**src/rtl/fpio_sync_fifo.sv**
```systemverilog
// fpio_sync_fifo
// Single-clock FIFO implementing both ends of the FPIO avail/data/en/ack
// handshake. Storage is a circular buffer of DEPTH = 2**FIFO_BITS - 1 words
// so that both avail buses fit exactly in FIFO_BITS bits. Acks depend only on
// the registered occupancy (no write-to-read bypass), reads are first-word
// fall-through, and protocol misuse is latched in sticky error flags.
module fpio_sync_fifo #(
  parameter int FIFO_BITS  = 4,
  parameter int DATA_WIDTH = 32,
  parameter int HI_WM      = 12,
  parameter int LO_WM      = 2
) (
  input  logic                  clock,
  input  logic                  reset_n,
  input  logic                  flush,
  output logic [FIFO_BITS-1:0]  in_avail,
  input  logic [DATA_WIDTH-1:0] in_data,
  input  logic                  in_data_en,
  output logic                  in_data_ack,
  output logic [FIFO_BITS-1:0]  out_avail,
  output logic [DATA_WIDTH-1:0] out_data,
  input  logic                  out_data_en,
  output logic                  out_data_ack,
  output logic                  hi_wm,
  output logic                  lo_wm,
  output logic                  err_overflow,
  output logic                  err_underflow
);

  localparam int DEPTH = (1 << FIFO_BITS) - 1;

  localparam logic [FIFO_BITS-1:0] DEPTH_V = FIFO_BITS'(DEPTH);
  localparam logic [FIFO_BITS-1:0] LAST_V  = FIFO_BITS'(DEPTH - 1);
  localparam logic [FIFO_BITS-1:0] HI_V    = FIFO_BITS'(HI_WM);
  localparam logic [FIFO_BITS-1:0] LO_V    = FIFO_BITS'(LO_WM);
  localparam logic [FIFO_BITS-1:0] ZERO_V  = {FIFO_BITS{1'b0}};
  localparam logic [FIFO_BITS-1:0] ONE_V   = {{(FIFO_BITS-1){1'b0}}, 1'b1};

  // Storage is deliberately not reset; its content is only visible while
  // count_r says the slot holds a live word.
  logic [DATA_WIDTH-1:0] mem_r [DEPTH];

  logic [FIFO_BITS-1:0] count_r;
  logic [FIFO_BITS-1:0] wr_ptr_r;
  logic [FIFO_BITS-1:0] rd_ptr_r;
  logic                 err_overflow_r;
  logic                 err_underflow_r;

  logic                 full_s;
  logic                 empty_s;
  logic                 wr_ack_s;
  logic                 rd_ack_s;
  logic [FIFO_BITS-1:0] count_nxt_s;

  // Pointers wrap at DEPTH-1, not at a power of two, because DEPTH is 2**N-1.
  function automatic logic [FIFO_BITS-1:0] ptr_inc(input logic [FIFO_BITS-1:0] ptr);
    logic [FIFO_BITS-1:0] nxt;
    if (ptr == LAST_V) begin
      nxt = ZERO_V;
    end else begin
      nxt = ptr + ONE_V;
    end
    return nxt;
  endfunction

  // Handshake decode: acks come from the current count only; flush blocks both.
  always_comb begin
    full_s   = (count_r == DEPTH_V);
    empty_s  = (count_r == ZERO_V);
    wr_ack_s = in_data_en  & ~full_s  & ~flush;
    rd_ack_s = out_data_en & ~empty_s & ~flush;
  end

  // Next occupancy: a simultaneous read and write leaves the count unchanged.
  always_comb begin
    count_nxt_s = count_r;
    case ({wr_ack_s, rd_ack_s})
      2'b10:   count_nxt_s = count_r + ONE_V;
      2'b01:   count_nxt_s = count_r - ONE_V;
      default: count_nxt_s = count_r;
    endcase
  end

  // Control state: async reset, then flush, then normal pointer/count/flag update.
  always_ff @(posedge clock or negedge reset_n) begin
    if (!reset_n) begin
      count_r         <= ZERO_V;
      wr_ptr_r        <= ZERO_V;
      rd_ptr_r        <= ZERO_V;
      err_overflow_r  <= 1'b0;
      err_underflow_r <= 1'b0;
    end else if (flush) begin
      count_r         <= ZERO_V;
      wr_ptr_r        <= ZERO_V;
      rd_ptr_r        <= ZERO_V;
      err_overflow_r  <= 1'b0;
      err_underflow_r <= 1'b0;
    end else begin
      count_r <= count_nxt_s;
      if (wr_ack_s) begin
        wr_ptr_r <= ptr_inc(wr_ptr_r);
      end
      if (rd_ack_s) begin
        rd_ptr_r <= ptr_inc(rd_ptr_r);
      end
      if (in_data_en && full_s) begin
        err_overflow_r <= 1'b1;
      end
      if (out_data_en && empty_s) begin
        err_underflow_r <= 1'b1;
      end
    end
  end

  // Payload write on an accepted write; readable from the following cycle.
  always_ff @(posedge clock) begin
    if (wr_ack_s) begin
      mem_r[wr_ptr_r] <= in_data;
    end
  end

  // Status and data outputs derived from the registered occupancy.
  always_comb begin
    in_data_ack   = wr_ack_s;
    out_data_ack  = rd_ack_s;
    in_avail      = DEPTH_V - count_r;
    out_avail     = count_r;
    hi_wm         = (count_r >= HI_V);
    lo_wm         = (count_r <= LO_V);
    err_overflow  = err_overflow_r;
    err_underflow = err_underflow_r;
    if (empty_s) begin
      out_data = {DATA_WIDTH{1'b0}};
    end else begin
      out_data = mem_r[rd_ptr_r];
    end
  end

endmodule

```
**config.mk**
```make
export PLATFORM = sky130hd
export DESIGN_NAME = fpio_sync_fifo
export DESIGN_NICKNAME = d
export VERILOG_FILES = /design/src/rtl/fpio_sync_fifo.sv
export SDC_FILE = /design/constraint.sdc
export NUM_CORES = 1
export LEC_CHECK = 0
export ABC_AREA = 0
export ABC_CLOCK_PERIOD_IN_PS = 6400
export BUFFER_PORTS_ARGS = -buffer_cell sky130_fd_sc_hd__buf_2
export CORE_ASPECT_RATIO = 1.4
export CORE_UTILIZATION = 55
export CTS_CLUSTER_DIAMETER = 60
export DETAILED_ROUTE_END_ITERATION = 16
export GPL_ROUTABILITY_DRIVEN = 0
export GPL_TIMING_DRIVEN = 1
export PLACE_DENSITY = 0.72
export SLEW_MARGIN = 15
export SYNTH_ARGS = -nofsm -noshare
export SYNTH_HDL_FRONTEND = slang
export SYNTH_SLANG_ARGS = --single-unit
```
**constraint.sdc**
```tcl
create_clock -name clock -period 6.4 [get_ports clock]
set_input_delay 0.32 -clock clock [delete_from_list [all_inputs] [get_ports clock]]
set_output_delay 0.32 -clock clock [all_outputs]
set_load 0.005 [all_outputs]
```
==> results.yml, run 1 <==
status:
  status: "finished, final reports clean"
critical_path:
  cp.arrival_ns: 3.95
  worstPathRequired_ns: 6.08
  crit_type: "flop to output pin"
  startpoint: "rd_ptr_r[0]$_DFFE_PN0P_"
  reg2reg_depth: 5
  path_common_cell: "buf_4"
  cpPeakStageDelay_ns: 0.81
  start_kind: "flop"
  slowest_stage: "buf_4"
  path_cells: "buf_4, buf_4, mux4_2, a22oi_1, o21ai_1, buf_2"
  crit_fanout: 45
  worstSetupEndpointType: "output pin"
  timing.rr.start: "out_avail[0]$_DFFE_PN0P_"
synth:
  syn_nets: 1048
  yosys_warnings: 0
  synthCells: 1008
  synth-edff-count: 480
  netlist_area_um2: 19440
  ys_seq_area_share_pct: 75.96
  synth-main-ff-cell: "edfxtp_1"
  syn_avg_cell_area_um2: 19.28
  synth-seq-cells: 494
  ys_async_sr_fraction_pct: 2.834
  netlist-cell-type-count: 46
power_and_ir_drop:
  sw_frac_of_total_pct: 25.24
  p_switching_uw: 1881
  cellLeakagePower_uw: 0.006715
  p_comb_share_pct: 16.0
  powerDensity_nw_per_um2: 342.5
  seq_power_share_pct: 49.2
  p_int_uw: 5571
  vdd_drop_max_mv: 0.2401
  pwr-share-clk_pct: 34.8
layout:
  syn_to_final_growth_pct: 11.94
  drive_gt1_share_pct: 25.73
  fin_nets: 1143
  utilization_pct: 62.41
  final_common_cell: "edfxtp_1"
  final_cell_count_no_fill: 1592
  layout_common_cells: "edfxtp_1, mux2i_1, buf_2"
die:
  initial_core_util_pct: 55.75
  ios: 83
  rows: 81
  die_h_um: 224.4
  die_x_um: 160.9
  dieArea_um2: 36110
  core_area_um2: 34860
sta:
  period_share_pct: 66.70
  setup_viol: 0
  period_needed_ns: 4.269
  fin_setup_tns_ns: 0
  clock_skew_ns: 0.02118
  rsz0062_at_grt: "no"
  worst_pin_slew_ns: 1.081
  fmax_mhz: 234.3
  slew_viol_final: 0
  hold_violations: 0
  max_slew_margin_pct: 27.96
  whs_ns: 0.1014
grt:
  grt-ovfl-total: 0
  grt_first_pass_wirelength_mm: 59.92
  grt_use_total_pct: 22.66
  grt_pass1_vias: 9819
  grt_start_max_net_pins: 130
  antenna_found_initial: 0
clock_tree:
  cts_buffers: 45
  cts.sinks: 494
  ctsResizeCount: 0
  cts_tree: "yes"
  clk_pin_slew_ns: 0.07
  cts_hold_buf: 1
  htreeDepth: 2
  clk_latency_ns: 0.56
  root_buffer: "clkbuf_16"
  clock_path_buffers: 3
  postCtsSetupRepairBufs: 0
detailed_routing:
  ant_nets: 0
  drtIter0Drc: 913
  vias_per_cell: 6.070
  drcViolationCount: 0
  routed_wl_mm: 40.01
  dr.pass1.iters: 4
  num_vias: 9663
  post_drt_wl_per_cell_um: 25.13
hold_path:
  hold_path_class: "input port to flop"
  hp-start: "out_data_en"
  hold_depth: 3
placed_design:
  place_inst: 1511
  dp_hpwl_mm: 21.15
  portBuffers: 82
job:
  max-cap-violations: 0
-- power groups by stage --
stage	logic [µW]	clock network, µW	registers, µW
2_1_floorplan	901	0	3670
3_3_place_gp	1180	0	3740
3_5_place_dp	1190	0	3740
4_1_cts	1200	2640	3670
5_1_grt	1280	2740	3680
6_report	1190	2590	3670
-- layout make-up --
class / count / area, µm²
inverter: 9 / 33.78
clock inverter: 22 / 200.2
fill: 2418 / 13110
multi-input combinational: 444 / 4338
timing repair buffer: 109 / 628.1
tap: 456 / 570.5
antenna: 1 / 2.502
sequential: 494 / 14770
clock buffer: 57 / 1214
-- path summary, 6_finish.rpt --
check	slack [ns]	to
worst max-delay path	2.13	out_data[14]
worst min-delay path	0.10	err_underflow$_DFFE_PN0P_
worst max register to register	3.38	mem_r[11][3]$_DFFE_PP_
worst min register to register	0.50	err_underflow$_DFFE_PN0P_
max in group asynchronous	5.89	rd_ptr_r[1]$_DFFE_PN0P_
min in group asynchronous	0.21	err_overflow$_DFFE_PN0P_
-- routing by layer --
| metal | up-vias | share of wire [%] | GRT usage (%) |
|---|---|---|---|
| li1 | 4287 | - | - |
| met1 | 5017 | 39 | 28.43 |
| met2 | 294 | 54 | 40.64 |
| met3 | 65 | 5.1 | 3.098 |
| met4 | 0 | 2.2 | 7.334 |
| met5 | - | 0 | 0 |
-- worst max-delay path, delay by kind of cell, from the launching register on --
family                 cells  cell delay (ns)
muxes                      1             0.60
buffers and inverters      3             1.59
DFF                        1             0.78
AOI/OAI and AO/OA          2             0.34
-- synthesized netlist by cell type (3+ instances only) --
| cell | count | area [µm²] |
|---|---|---|
| nor2_1 | 19 | 71.32 |
| buf_2 | 20 | 100.1 |
| nor3_1 | 6 | 30.03 |
| mux2i_1 | 97 | 970.9 |
| a21oi_1 | 44 | 220.2 |
| mux4_2 | 64 | 1441 |
| a22oi_1 | 31 | 232.7 |
| o22ai_2 | 30 | 375.4 |
| o21ai_1 | 31 | 155.2 |
| nand3_1 | 3 | 15.01 |
| edfxtp_1 | 480 | 14410 |
| buf_6 | 17 | 191.4 |
| nand2_1 | 41 | 153.9 |
| clkbuf_4 | 3 | 22.52 |
| clkbuf_1 | 17 | 63.81 |
| buf_4 | 4 | 30.03 |
| dfrtp_1 | 14 | 350.3 |
| inv_1 | 9 | 33.78 |
| o21ai_0 | 37 | 185.2 |
| ha_1 | 3 | 37.54 |
| nand4_1 | 3 | 18.77 |
-- through the flow --
| stage | total power, µW | cell area (µm²) | setup WS (ns) |
|---|---|---|---|
| 2_1_floorplan | 4568 | 19440 | 1.863 |
| 5_1_grt | 7698 | 21760 | 1.837 |
| 3_3_place_gp | 4922 | 20330 | 2.640 |
| 3_5_place_dp | 4935 | 20330 | 2.640 |
| 4_1_cts | 7508 | 21760 | 2.006 |
| 6_report | 7453 | 21760 | 2.131 |
-- flip-flops by register name (all words and copies together) (netlist names) --
register / count
err_overflow: 1
err_underflow: 1
mem_r: 480
out_avail: 4
rd_ptr_r: 4
wr_ptr_r: 4
-- cell families (layout without fill, tap and decap cells) --
kind of cell | after synthesis | count (layout) | share of synthesized area [%]
buffers and inverters | 70 | 197 | 2.272
AND/OR/NAND/NOR | 91 | 91 | 2.356
other | 0 | 1 | 0
multiplexers | 163 | 163 | 12.55
flip-flops | 494 | 494 | 75.96
AO/OA/AOI/OAI | 185 | 185 | 6.547
adder cells (fa/ha/maj) | 3 | 3 | 0.1931
XOR/XNOR | 2 | 2 | 0.1288
Power figures use the tool's default switching activity.
==> run 2, diff against run 1 <==
--- a/config.mk
+++ b/config.mk
@@ -5,8 +5,8 @@
 export SDC_FILE = /design/constraint.sdc
 export NUM_CORES = 1
 export LEC_CHECK = 0
-export ABC_AREA = 0
-export ABC_CLOCK_PERIOD_IN_PS = 6400
+export ABC_AREA = 1
+export ABC_CLOCK_PERIOD_IN_PS = 3700
 export BUFFER_PORTS_ARGS = -buffer_cell sky130_fd_sc_hd__buf_2
 export CORE_ASPECT_RATIO = 1.4
 export CORE_UTILIZATION = 55
@@ -14,7 +14,7 @@
 export DETAILED_ROUTE_END_ITERATION = 16
 export GPL_ROUTABILITY_DRIVEN = 0
 export GPL_TIMING_DRIVEN = 1
-export PLACE_DENSITY = 0.72
+export PLACE_DENSITY = 0.75
 export SLEW_MARGIN = 15
 export SYNTH_ARGS = -nofsm -noshare
 export SYNTH_HDL_FRONTEND = slang
==> constraint.sdc (replaced) <==
create_clock -name clock -period 3.7 [get_ports clock]
set_input_delay 0.185 -clock clock [delete_from_list [all_inputs] [get_ports clock]]
set_output_delay 0.185 -clock clock [all_outputs]
set_load 0.005 [all_outputs]
==> run 2 against run 1 <==
  * First-iteration DRC count up 58%
  * Sequential power up 71%
  * Register-to-register slack worse by 2.8 ns
  * Largest cell class unchanged
==> results.yml, run 2 <==
power_and_ir_drop:
  p_comb_share_pct: 24.3
  vdd_drop_max_mv: 0.6097
  p_switching_uw: 4323
  pwr-share-clk_pct: 31.0
  powerDensity_nw_per_um2: 634.6
  p_int_uw: 9762
  cellLeakagePower_uw: 0.007685
  seq_power_share_pct: 44.7
  sw_frac_of_total_pct: 30.69
synth:
  ys_seq_area_share_pct: 74.83
  synth-edff-count: 480
  synth_most_common_cell: "edfxtp_1"
  netlist_area_um2: 19730
  synth-main-ff-cell: "edfxtp_1"
  syn_nets: 1608
  yosys_warnings: 0
  synth-adder-area-share_pct: 0.1902
  ys_async_sr_fraction_pct: 2.834
  synth-seq-cells: 494
  synthMuxAreaShare_pct: 0
  synthTopCellsByCount: "edfxtp_1, nand2_1, nor2_1, o21ai_0, o22ai_1"
  netlist-cell-type-count: 33
  synthSimpleGateAreaFrac_pct: 11.04
  synth.top_cells.by_area: "edfxtp_1, nand2_1, o21ai_0"
  netlist.area_leader.share_pct: 73.05
  synth_xor_area_share_pct: 0.1332
  synth-compound-area-share_pct: 10.68
  synthCells: 1568
  synth_area_leader_cell: "edfxtp_1"
  syn_avg_cell_area_um2: 12.58
  synth_top_family_by_area: "simple AND/OR/NAND/NOR gates"
layout:
  utilization_pct: 63.11
  syn_to_final_growth_pct: 12.48
  n_antenna_cell: 0
  drive_gt1_share_pct: 11.81
  largest_reg_flops: 480
  n_fill_cell: 2510
  largest_register: "mem_r"
  fin_nets: 1676
  final_common_cell: "edfxtp_1"
  layout_common_cells: "edfxtp_1, nand2_1, nor2_1"
sta:
  clock_skew_ns: 0.01940
  hold_violations: 0
  period_share_pct: 88.09
  max_slew_margin_pct: 18.94
  setup_ws_ns: 0.4408
  fmax_mhz: 306.8
  setup_viol: 0
  worst_pin_slew_ns: 1.215
  rsz0062_at_grt: "no"
  slew_viol_final: 0
  fin_setup_tns_ns: 0
  period_needed_ns: 3.259
clock_tree:
  postCtsSetupRepairBufs: 0
  cts_hold_buf: 10
  cts_buffers: 44
  clk_pin_slew_ns: 0.06
  ctsResizeCount: 0
  root_buffer: "clkbuf_16"
  cts_tree: "yes"
  cts.sinks: 494
  clock_path_buffers: 3
  htreeDepth: 2
  clk_latency_ns: 0.55
critical_path:
  crit_type: "flop to output pin"
  start_kind: "flop"
  worstSetupEndpointType: "output pin"
  crit_fanout: 24
  worstPathRequired_ns: 3.51
  cp.arrival_ns: 3.07
detailed_routing:
  post_drt_wl_per_cell_um: 21.30
  num_vias: 12700
  drtIter0Drc: 1445
  ant_nets: 0
  routed_wl_mm: 45.23
  dr.pass1.iters: 5
  vias_per_cell: 5.980
  drcViolationCount: 0
grt:
  grt_use_total_pct: 25.26
  grt-ovfl-total: 0
  grt_first_pass_wirelength_mm: 69.57
  antenna_found_initial: 0
  grt_start_max_net_pins: 227
  grt_pass1_vias: 12530
job:
  max-cap-violations: 0
hold_path:
  hold_path_class: "input port to flop"
die:
  die_h_um: 226.1
  dieArea_um2: 36650
  die_x_um: 162.1
  rows: 81
  initial_core_util_pct: 56.11
  ios: 83
  core_area_um2: 35170
placed_design:
  portBuffers: 82
  dp_slack_ns: 0.9873
  dp_hpwl_mm: 25.31
status:
  status: "finished, final reports clean"
-- run 2: area by class of cell --
cell class                 count  area, µm²  area share (%)
sequential                   494      14770           66.56
multi-input combinational    943       4462           20.10
clock buffer                  55       1174           5.288
timing repair buffer         124      913.4           4.115
tap                          456      570.5           2.571
clock inverter                23      185.2          0.8344
inverter                      29      116.4          0.5243
-- run 2: metrics by stage --
| stage | power, µW | area (µm²) | hold slack (ns) | cells |
|---|---|---|---|---|
| after floorplan | 8665 | 19730 | -0.1106 | 1568 |
| after global placement | 9682 | 20730 | 0.1102 | 2036 |
| after detailed placement | 9771 | 20730 | 0.1084 | 2036 |
| after CTS | 14100 | 22190 | 0.005116 | 2124 |
| after global routing | 14690 | 22190 | 0.01113 | 2124 |
| final | 14080 | 22190 | 0.01427 | 2124 |
-- run 2: power by group through the flow --
stage / sequential, µW / clock [µW] / combinational [µW]
3_3_place_gp: 6400 / 0 / 3280
2_1_floorplan: 6370 / 0 / 2300
6_report: 6290 / 4370 / 3420
5_1_grt: 6300 / 4600 / 3790
3_5_place_dp: 6410 / 0 / 3360
4_1_cts: 6290 / 4390 / 3420
-- run 2: final timing paths --
kind / from / to / cells past startpoint / slack, ns
worst max register to register: out_avail[3]$_DFFE_PN0P_ / err_underflow$_DFFE_PN0P_ / 6 / 0.55
min in group asynchronous: reset_n / out_avail[3]$_DFFE_PN0P_ / 2 / 0.08
worst min register to register: err_overflow$_DFFE_PN0P_ / err_overflow$_DFFE_PN0P_ / 2 / 0.52
worst max-delay path: out_avail[0]$_DFFE_PN0P_ / out_data[0] / 5 / 0.44
worst min-delay path: in_data[8] / mem_r[1][8]$_DFFE_PP_ / 1 / 0.01
max in group asynchronous: reset_n / rd_ptr_r[0]$_DFFE_PN0P_ / 2 / 3.33
-- run 2: logic make-up after synthesis --
logic type / count (synthesis)
XOR/XNOR: 3
buffers and inverters: 131
AND/OR/NAND/NOR: 557
AO/OA/AOI/OAI: 380
flip-flops: 494
adder cells (fa/ha/maj): 3
-- run 2: critical path: stages (launching register included) --
cell and delay (ns):
dfrtp_1 0.47, nor2_1 0.07, nand2_1 0.47, inv_1 0.72, a311oi_1 0.59, buf_2 0.19
-- run 2: per-layer routing --
metal	global-route usage [%]	routed length [µm]
met5	0	0
met4	10.71	1643
met3	2.975	2640
met2	44.66	23490
met1	31.36	17460
